### src/rtl/period_gen_pkg.sv
// period_gen_pkg: shared types and constants for the period generator.
//   state_e    : generator FSM states
//   MIN_PERIOD : smallest legal period code; a requested 0 is raised to this
package period_gen_pkg;

  typedef enum logic [1:0] {
    IDLE = 2'd0,
    LOW  = 2'd1,
    HIGH = 2'd2
  } state_e;

  localparam int unsigned MIN_PERIOD = 1;

endpackage

### src/rtl/period_gen_if.sv
// period_gen_if: valid/ready channel carrying period codes into period_gen.
//   period_in    : requested falling-edge-to-falling-edge interval code P
//   period_valid : period_in is valid this cycle
//   period_ready : consumer accepts period_in this cycle
interface period_gen_if #(
  parameter int unsigned WIDTH = 8
);

  logic [WIDTH-1:0] period_in;
  logic             period_valid;
  logic             period_ready;

  modport master (
    output period_in,
    output period_valid,
    input  period_ready
  );

  modport slave (
    input  period_in,
    input  period_valid,
    output period_ready
  );

endinterface

### src/rtl/period_gen_phase_cnt.sv
// period_gen_phase_cnt: loadable down-counter timing one phase of a symbol.
//   clk, reset : clock, async active-low reset (count cleared to 0)
//   load       : load load_val (has priority over dec)
//   dec        : decrement by one, saturating at zero
//   load_val   : value to load
//   zero_c     : count is zero (combinational decode of the count flop)
module period_gen_phase_cnt #(
  parameter int unsigned CW = 9
) (
  input  logic          clk,
  input  logic          reset,
  input  logic          load,
  input  logic          dec,
  input  logic [CW-1:0] load_val,
  output logic          zero_c
);

  logic [CW-1:0] cnt_q;
  logic [CW-1:0] cnt_d;

  // Next count
  always_comb begin
    cnt_d = cnt_q;
    if (load) begin
      cnt_d = load_val;
    end else if (dec && (cnt_q != '0)) begin
      cnt_d = cnt_q - CW'(1);
    end
  end

  // Count register
  always_ff @(posedge clk or negedge reset) begin
    if (!reset) begin
      cnt_q <= '0;
    end else begin
      cnt_q <= cnt_d;
    end
  end

  assign zero_c = (cnt_q == '0);

endmodule

### src/rtl/period_gen.sv
// period_gen: emits one symbol of P+1 cycles (falling edge to falling edge)
// per accepted period code P; low for (P+1)>>1 cycles, then high for the rest.
// A one-entry hold register lets the next code queue up so symbols can run
// back to back without a gap.
//   clk, reset  : clock, async active-low reset
//   pif         : period code channel (slave side)
//   signal_out  : generated waveform, idle high
//   busy        : a symbol is in progress
//   underrun    : pulse, a symbol ended with no next code available
//   clamp_err   : pulse, an accepted code of 0 was raised to 1
module period_gen
  import period_gen_pkg::*;
#(
  parameter int unsigned WIDTH = 8
) (
  input  logic         clk,
  input  logic         reset,
  period_gen_if.slave  pif,
  output logic         signal_out,
  output logic         busy,
  output logic         underrun,
  output logic         clamp_err
);

  localparam int unsigned CW = WIDTH + 1;

  state_e           state_q, state_d;
  logic [WIDTH-1:0] active_q, active_d;
  logic [WIDTH-1:0] hold_q, hold_d;
  logic             hold_full_q, hold_full_d;
  logic             signal_out_q, signal_out_d;
  logic             busy_q, busy_d;
  logic             underrun_q, underrun_d;
  logic             clamp_err_q, clamp_err_d;

  logic             cnt_load, cnt_dec, cnt_zero_c;
  logic [CW-1:0]    cnt_val;
  logic             ready_c, accept_c;
  logic [WIDTH-1:0] p_in_c;

  // Low-phase length minus one; symbol length computed in CW bits so P=max cannot wrap
  function automatic logic [CW-1:0] low_m1(input logic [WIDTH-1:0] p);
    logic [CW-1:0] s;
    s = {1'b0, p} + CW'(1);
    return (s >> 1) - CW'(1);
  endfunction

  // High-phase length minus one
  function automatic logic [CW-1:0] high_m1(input logic [WIDTH-1:0] p);
    logic [CW-1:0] s;
    s = {1'b0, p} + CW'(1);
    return s - (s >> 1) - CW'(1);
  endfunction

  // Ready depends only on registered state (and reset), never on valid
  assign ready_c  = reset && ((state_q == IDLE) || !hold_full_q);
  assign accept_c = pif.period_valid && ready_c;
  assign p_in_c   = (pif.period_in == '0) ? WIDTH'(MIN_PERIOD) : pif.period_in;

  assign pif.period_ready = ready_c;

  period_gen_phase_cnt #(.CW(CW)) u_phase_cnt (
    .clk      (clk),
    .reset    (reset),
    .load     (cnt_load),
    .dec      (cnt_dec),
    .load_val (cnt_val),
    .zero_c   (cnt_zero_c)
  );

  // State register
  always_ff @(posedge clk or negedge reset) begin
    if (!reset) begin
      state_q <= IDLE;
    end else begin
      state_q <= state_d;
    end
  end

  // Next state, counter control, active/hold register updates
  always_comb begin
    state_d     = state_q;
    active_d    = active_q;
    hold_d      = hold_q;
    hold_full_d = hold_full_q;
    cnt_load    = 1'b0;
    cnt_dec     = 1'b0;
    cnt_val     = '0;
    case (state_q)
      IDLE: begin
        if (accept_c) begin
          active_d = p_in_c;
          cnt_load = 1'b1;
          cnt_val  = low_m1(p_in_c);
          state_d  = LOW;
        end
      end
      LOW: begin
        if (cnt_zero_c) begin
          cnt_load = 1'b1;
          cnt_val  = high_m1(active_q);
          state_d  = HIGH;
        end else begin
          cnt_dec = 1'b1;
        end
        if (accept_c) begin
          hold_d      = p_in_c;
          hold_full_d = 1'b1;
        end
      end
      HIGH: begin
        if (!cnt_zero_c) begin
          cnt_dec = 1'b1;
          if (accept_c) begin
            hold_d      = p_in_c;
            hold_full_d = 1'b1;
          end
        end else if (hold_full_q) begin
          active_d    = hold_q;
          hold_full_d = 1'b0;
          cnt_load    = 1'b1;
          cnt_val     = low_m1(hold_q);
          state_d     = LOW;
        end else if (accept_c) begin
          // Code arriving on the terminal cycle bypasses the hold register
          active_d = p_in_c;
          cnt_load = 1'b1;
          cnt_val  = low_m1(p_in_c);
          state_d  = LOW;
        end else begin
          state_d = IDLE;
        end
      end
      default: begin
        state_d = IDLE;
      end
    endcase
  end

  // Output decode, registered below so every output comes from a flop
  always_comb begin
    signal_out_d = (state_d != LOW);
    busy_d       = (state_d != IDLE);
    underrun_d   = (state_q == HIGH) && cnt_zero_c && (state_d == IDLE);
    clamp_err_d  = accept_c && (pif.period_in == '0);
  end

  // Datapath and output registers
  always_ff @(posedge clk or negedge reset) begin
    if (!reset) begin
      active_q     <= '0;
      hold_q       <= '0;
      hold_full_q  <= 1'b0;
      signal_out_q <= 1'b1;
      busy_q       <= 1'b0;
      underrun_q   <= 1'b0;
      clamp_err_q  <= 1'b0;
    end else begin
      active_q     <= active_d;
      hold_q       <= hold_d;
      hold_full_q  <= hold_full_d;
      signal_out_q <= signal_out_d;
      busy_q       <= busy_d;
      underrun_q   <= underrun_d;
      clamp_err_q  <= clamp_err_d;
    end
  end

  assign signal_out = signal_out_q;
  assign busy       = busy_q;
  assign underrun   = underrun_q;
  assign clamp_err  = clamp_err_q;

endmodule

### src/flat_wrapper.sv
// flat-port wrapper written by rule: the top's interface ports become plain ports
module period_gen_flat import period_gen_pkg::*;
#(
  parameter int unsigned WIDTH = 8
)
  (clk, reset, signal_out, busy, underrun, clamp_err, pif_period_in, pif_period_valid, pif_period_ready);
  period_gen_if #(.WIDTH(WIDTH)) pif_i ();
  input  logic clk;
  input  logic reset;
  output logic signal_out;
  output logic busy;
  output logic underrun;
  output logic clamp_err;
  input wire logic [$bits(pif_i.period_in)-1:0] pif_period_in;
  input wire logic [$bits(pif_i.period_valid)-1:0] pif_period_valid;
  output wire logic [$bits(pif_i.period_ready)-1:0] pif_period_ready;
  assign pif_i.period_in = pif_period_in;
  assign pif_i.period_valid = pif_period_valid;
  assign pif_period_ready = pif_i.period_ready;
  period_gen #(.WIDTH(WIDTH)) u_core (.clk(clk), .reset(reset), .pif(pif_i), .signal_out(signal_out), .busy(busy), .underrun(underrun), .clamp_err(clamp_err));
endmodule
### config.mk
export PLATFORM = sky130hd
export DESIGN_NAME = period_gen_flat
export DESIGN_NICKNAME = d
export VERILOG_FILES = /design/src/rtl/period_gen_pkg.sv /design/src/rtl/period_gen_if.sv /design/src/rtl/period_gen_phase_cnt.sv /design/src/rtl/period_gen.sv /design/src/flat_wrapper.sv
export SDC_FILE = /design/constraint.sdc
export NUM_CORES = 1
export LEC_CHECK = 0
export ABC_AREA = 1
export BUFFER_PORTS_ARGS = -buffer_cell sky130_fd_sc_hd__clkbuf_2
export CAP_MARGIN = 20
export CORE_UTILIZATION = 62
export DETAILED_ROUTE_END_ITERATION = 12
export HOLD_SLACK_MARGIN = 0.12
export PLACE_DENSITY = 0.79
export SKIP_CTS_REPAIR_TIMING = 1
export SYNTH_ARGS = -nofsm -noshare
export SYNTH_HDL_FRONTEND = slang
export SYNTH_SLANG_ARGS = --single-unit
export TNS_END_PERCENT = 20
### constraint.sdc
create_clock -name clk -period 4.9 [get_ports clk]
set_clock_uncertainty 0.2 [all_clocks]
set_input_delay 0.49 -clock clk [delete_from_list [all_inputs] [get_ports clk]]
set_output_delay 0.49 -clock clk [all_outputs]
set_load 0.1 [all_outputs]
# Word level (Yosys, flattened, before mapping)
# Index checks and enable logic that the tools add are counted.
# totals
inputBits,11
reg_bits,32
output_inout_bits,5
# classes
add_sub_neg,8
eq_ne,5
reduce_logical,20
n_mux,31
# ops
cell,count
two-way mux 9 bit,6
two-way mux 8 bit,6
case mux 8 bit (2 select lines),2
"adder 8 x 1 -> 9 bit, second input constant",3
case mux 9 bit (3 select lines),1
"subtractor 8 x 1 -> 9 bit, second input constant",2
"subtractor 9 x 1 -> 9 bit, second input constant",2
zero test 9 bit,1
two-way mux 1 bit,9
nonzero test 9 bit,1
subtractor 9 x 8 -> 9 bit,1
zero test 8 bit,1
two-way mux 2 bit,4
nonzero test 2 bit,4
logical AND 1 bit,6
case mux 2 bit (3 select lines),1
zero test 2 bit,2
"inequality test 2 x 1 -> 1 bit, second input constant",2
AND reduction 2 bit,2
case mux 1 bit (3 select lines),1
"equality test 2 x 1 -> 1 bit, second input constant",1
"equality test 2 bit, second input constant",1
"inequality test 2 bit, second input constant",1
case mux 1 bit (2 select lines),1
other kinds (3),3

# Depth between registers and ports, before layout
# logic_depth
ltp_word,10
depth_mapped,19
depth_no_buf,19

# Modules after synthesis
# A second synthesis with hierarchy kept.
# unflattened
cells_unflattened,515
area_unflattened_um2,3230.6
# by_module_without_submodules
module,area_each_um2,instances,cells_per_inst
period_gen,2571.2,1,416
period_gen_phase_cnt,659.4,1,99

# Worst setup path before layout
# OpenSTA, ideal clock, no wires.
# synth_timing
path_type,register -> register
start,reg u_core.state_q[1]
end,reg u_core.u_phase_cnt.cnt_q[6]
required_ns,4.584
stages_incl_launch_ff,17
setup_slack_ns,1.915
period_less_slack_ns,2.985
arrival_ns,2.668
setup_time_ns,0.116
n_path_buf,1
cell_sequence,dfrtp_1 > inv_1 > ha_1 > inv_1 > a21boi_2 > nand2_1 > buf_6 > nand2_1 > nand2_1 > nand3b_1 > nand2_2 > nor2_1 > nand2_1 > inv_1 > nand2_1 > nand2_1 > nand2_1
# synth_via
elab_chain_len,9
word_cells_on_any_way,19
# synth_lines
item,line_no,rtl
start: declaration,period_gen.sv:27,"state_e state_q, state_d;"
start signal: assignment,period_gen.sv:76,state_q <= state_d;
zero test 2 bit *,period_gen.sv:56,assign ready_c = reset && ((state_q == IDLE) || !hold_full_q);
logical OR 1 bit *,period_gen.sv:56,
logical AND 1 bit *,period_gen.sv:56,
named net pif_period_ready,flat_wrapper.sv:16,output wire logic [$bits(pif_i.period_ready)-1:0] pif_period_ready;
logical AND 1 bit *,period_gen.sv:57,assign accept_c = pif.period_valid && ready_c;
two-way mux 9 bit / two-way mux 1 bit (equally long branches),"period_gen.sv:91, period_gen.sv:124",
two-way mux 9 bit / two-way mux 1 bit (equally long branches),period_gen.sv:118,end else if (hold_full_q) begin
two-way mux 9 bit / two-way mux 1 bit (equally long branches),period_gen.sv:112,if (!cnt_zero_c) begin
case mux 9 bit (3 select lines) / case mux 1 bit (3 select lines) (equally long branches),period_gen.sv:89,case (state_q)
two-way mux 9 bit / nonzero test 2 bit (equally long branches),n/a,
end signal: assignment,period_gen_phase_cnt.sv:36,cnt_q <= cnt_d;
end: declaration,period_gen_phase_cnt.sv:18,logic [CW-1:0] cnt_q;
# Mark *: on every way through the listed nets, which the timed path passes. The rest lies on a longest branch.
# A chain may end at the register's enable or synchronous reset.

# Worst setup path in the final report
# layout_timing
start,in reset
end,reg u_core.u_phase_cnt.cnt_q[6]
# layout_via
elab_chain_len,7
word_cells_on_any_way,12
# layout_lines
item,line_no,rtl
start: declaration,flat_wrapper.sv:9,input logic reset;
logical AND 1 bit *,period_gen.sv:56,
logical AND 1 bit *,period_gen.sv:57,
two-way mux 9 bit / two-way mux 1 bit (equally long branches),"period_gen.sv:91, period_gen.sv:124",
two-way mux 9 bit / two-way mux 1 bit (equally long branches),period_gen.sv:118,
two-way mux 9 bit / two-way mux 1 bit (equally long branches),period_gen.sv:112,
case mux 9 bit (3 select lines) / case mux 1 bit (3 select lines) (equally long branches),period_gen.sv:89,
two-way mux 9 bit / nonzero test 2 bit (equally long branches),n/a,
# Mark *: on every way between the ends. The rest lies on a longest branch, timed or not.

==> flow_summary.json <==
{
  "tightest_slew_ns": 0.539,
  "vias": 3008,
  "setup_tns_ns": 0,
  "ir_worst_vdd_v": 0.000504,
  "slowest_delay_ns": 0.52,
  "path_common_cell": "nand2_1",
  "hold_viol": 0,
  "cts_tree": "yes",
  "max_freq_ghz": 0.326,
  "clk_latency_ns": 0.29,
  "max_cap_viol_count": 0,
  "grt_pass1_vias": 2686,
  "grt_use_met1_pct": 42.8,
  "r2r_cells": 18,
  "powerDensity_nw_per_um2": 648,
  "slew_violations": 0,
  "end_kind": "flop",
  "min_path_cells": 3,
  "grt_max_degree": 34,
  "min_period_over_period_pct": 62.6,
  "r2r-start": "u_core.active_q[2]$_DFFE_PN0P_",
  "core_sq_um": 4720,
  "hp-class": "in -> reg",
  "synthArstFlopShare_pct": 100,
  "synth.net_count": 498,
  "drc_errors": 0,
  "worst-path-max-fanout": 33,
  "outcome": "finished, final reports clean",
  "area_growth_pct": 7.40,
  "layout_common_cells": "nand2_1, inv_1, nor2_1, nand3_1, dfrtp_1",
  "multi_input_area_sq_um": 1890,
  "reg2reg_to": "u_core.u_phase_cnt.cnt_q[6]$_DFFE_PN0P_",
  "critPathArrivalTime_ns": 3.05,
  "synth_edf_count": 0,
  "nets": 516,
  "fin_util_pct": 69.2,
  "postSynthCellCount": 469,
  "cts.sinks": 32,
  "antenna_cells": 0,
  "first_pass_iters": 5,
  "avgSynthCellArea_sq_um": 6.49,
  "fin_crit_ns": 3.07,
  "synth.top_cells.by_area": "dfrtp_1, nand2_1, inv_1",
  "synthFlopType": "dfrtp_1",
  "final_common_cell": "nand2_1",
  "routed_wl_mm": 7.13,
  "io_pins": 16,
  "crit_chain": "dlygate4sd3_1 > clkbuf_2 > buf_4 > a21boi_2 > nand2_1 > nor2_1 > nand3b_1 > nand2_2 > nor2_1 > nand2_1 > inv_1 > nand2_1 > nand2_1 > nand2_1",
  "wl_per_cell_um": 12.8,
  "via_per_inst": 5.42,
  "die_width_um": 72.1,
  "cts-htree-levels": 2,
  "rsz0062_at_grt": "false",
  "root_buffer": "clkbuf_8",
  "grt_pass1_wl_mm": 12.1,
  "clockBufferDepth": 2,
  "cts_buffers": 5,
  "io_buffers": 15,
  "rrSetupSlack_ns": 2.06,
  "startpoint_type": "primary input",
  "grt_use_total_pct": 30.1,
  "synth.largest_area_cell": "dfrtp_1",
  "crit_slowest_cell": "dlygate4sd3_1",
  "die-area_sq_um": 5190,
  "drt_iter0_drc": 157,
  "synth_area_sq_um": 3040,
  "whs_endpoint": "u_core.hold_q[1]$_DFFE_PN0P_",
  "grt.overflow.total": 0,
  "top_usage_layer": "met2",
  "min_from": "pif_period_in[1]",
  "cp.required_ns": 4.88,
  "detail-route-antenna-nets": 0,
  "path_clk_slew_ns": 0.07,
  "grtUsageMet3_pct": 4.31,
  "met2_usage_pct": 47.6,
  "worstSetupPathType": "in -> reg",
  "synth-seq-cells": 32,
  "fp.dieH_um": 72.1,
  "yosysSeqAreaShare_pct": 26.4,
  "antenna_found_initial": 0,
  "timing.final.ws_setup_ns": 1.83,
  "synth_top_area_share_pct": 25.5,
  "place_congestion": 0.908,
  "p_leak_uw": 0.00176,
  "setup_viol": 0,
  "drive_gt1_share_pct": 9.43,
  "slew_headroom_pct": 64.2,
  "initial_utilization_pct": 64.4,
  "num-fill-cells": 419,
  "num_rows": 25,
  "yosysWarnings": 0,
  "seqCellArea_sq_um": 802,
  "dp_slack_ns": 2.07,
  "ys_types": 43,
  "place_hpwl_mm": 5.53
}
worst max path at each step:
| stage | start | endpoint | slack [ns] | depth (start not counted) |
|---|---|---|---|---|
| finish | reset | u_core.u_phase_cnt.cnt_q[6]$_DFFE_PN0P_ | 1.83 | 14 |
| global route | reset | u_core.u_phase_cnt.cnt_q[6]$_DFFE_PN0P_ | 1.57 | 14 |
| CTS | u_core.active_q[2]$_DFFE_PN0P_ | u_core.u_phase_cnt.cnt_q[8]$_DFFE_PN0P_ | 2.06 | 17 |
| detailed placement | u_core.active_q[2]$_DFFE_PN0P_ | u_core.u_phase_cnt.cnt_q[8]$_DFFE_PN0P_ | 2.07 | 17 |
| global placement | reset | u_core.u_phase_cnt.cnt_q[6]$_DFFE_PN0P_ | 2.09 | 13 |
| floorplan | u_core.state_q[1]$_DFF_PN0_ | u_core.u_phase_cnt.cnt_q[6]$_DFFE_PN0P_ | 1.92 | 16 |
cell families (layout without fill, tap and decap cells):
logic type / Yosys count / count (layout) / synth area share, %
xor gates and xnor gates: 19 / 19 / 5.47
buffers and inverters: 89 / 108 / 11.6
and+or+nand+nor: 244 / 244 / 35.0
AOI/OAI and AO/OA: 67 / 67 / 13.9
adders and majority gates: 18 / 18 / 7.65
DFF: 32 / 32 / 26.4
cell usage after synthesis, drive strengths merged (2+ instances only):
library cell    n
nand2         139
o21bai          2
dfrtp          31
nand4           8
a21oi          16
nor2           51
o21ai          31
xor2           14
nand3b          3
xnor2           5
inv            82
o211ai         10
ha             17
nor3            4
nand3          35
buf             5
or2             3
a21boi          2
state kept, by name, indices dropped and copies added, names as in the netlist:
register / flops
u_core.active_q: 8
u_core.busy: 1
u_core.clamp_err: 1
u_core.hold_full_q: 1
u_core.hold_q: 8
u_core.signal_out: 1
u_core.state_q: 2
u_core.u_phase_cnt.cnt_q: 9
u_core.underrun: 1
through the flow:
step | hold WS [ns] | std cells | instance area (sq um) | total power (uW)
after floorplan | -0.00559 | 469 | 3040 | 1620
after global placement | 0.305 | 546 | 3170 | 1860
after detailed placement | 0.319 | 546 | 3170 | 1880
after CTS | 0.0328 | 554 | 3260 | 2110
after global routing | 0.353 | 555 | 3270 | 2350
final | 0.334 | 555 | 3270 | 2120
final cells by class:
| class | instances | share of cell area (%) |
|---|---|---|
| clock buffers | 8 | 2.76 |
| well taps | 67 | 2.57 |
| flip-flops and latches | 32 | 24.5 |
| repair buffers | 17 | 2.83 |
| multi-input cells | 348 | 57.8 |
| inverters | 83 | 9.53 |
where the power goes:
group          total (uW)  leakage [uW]  internal (uW)  switching [uW]
Sequential            502      0.000397            386             116
Combinational        1400       0.00132            472             931
Clock                 211     0.0000455            114            97.0
critical path, delay by kind of cell:
kind	cells	cell delay (ns)
AND/OR/NAND/NOR	9	1.28
AO/OA/AOI/OAI	1	0.24
buffers and inverters	4	1.03
metal layers:
layer	up-vias	routed length, um	share of wire [%]
met2	93	3210	45
met5	-	0	0
met1	1375	3350	47
met3	14	451	6.3
met4	0	119	1.7
li1	1526	-	-
Note: power is estimated with default switching activity, not from simulation.
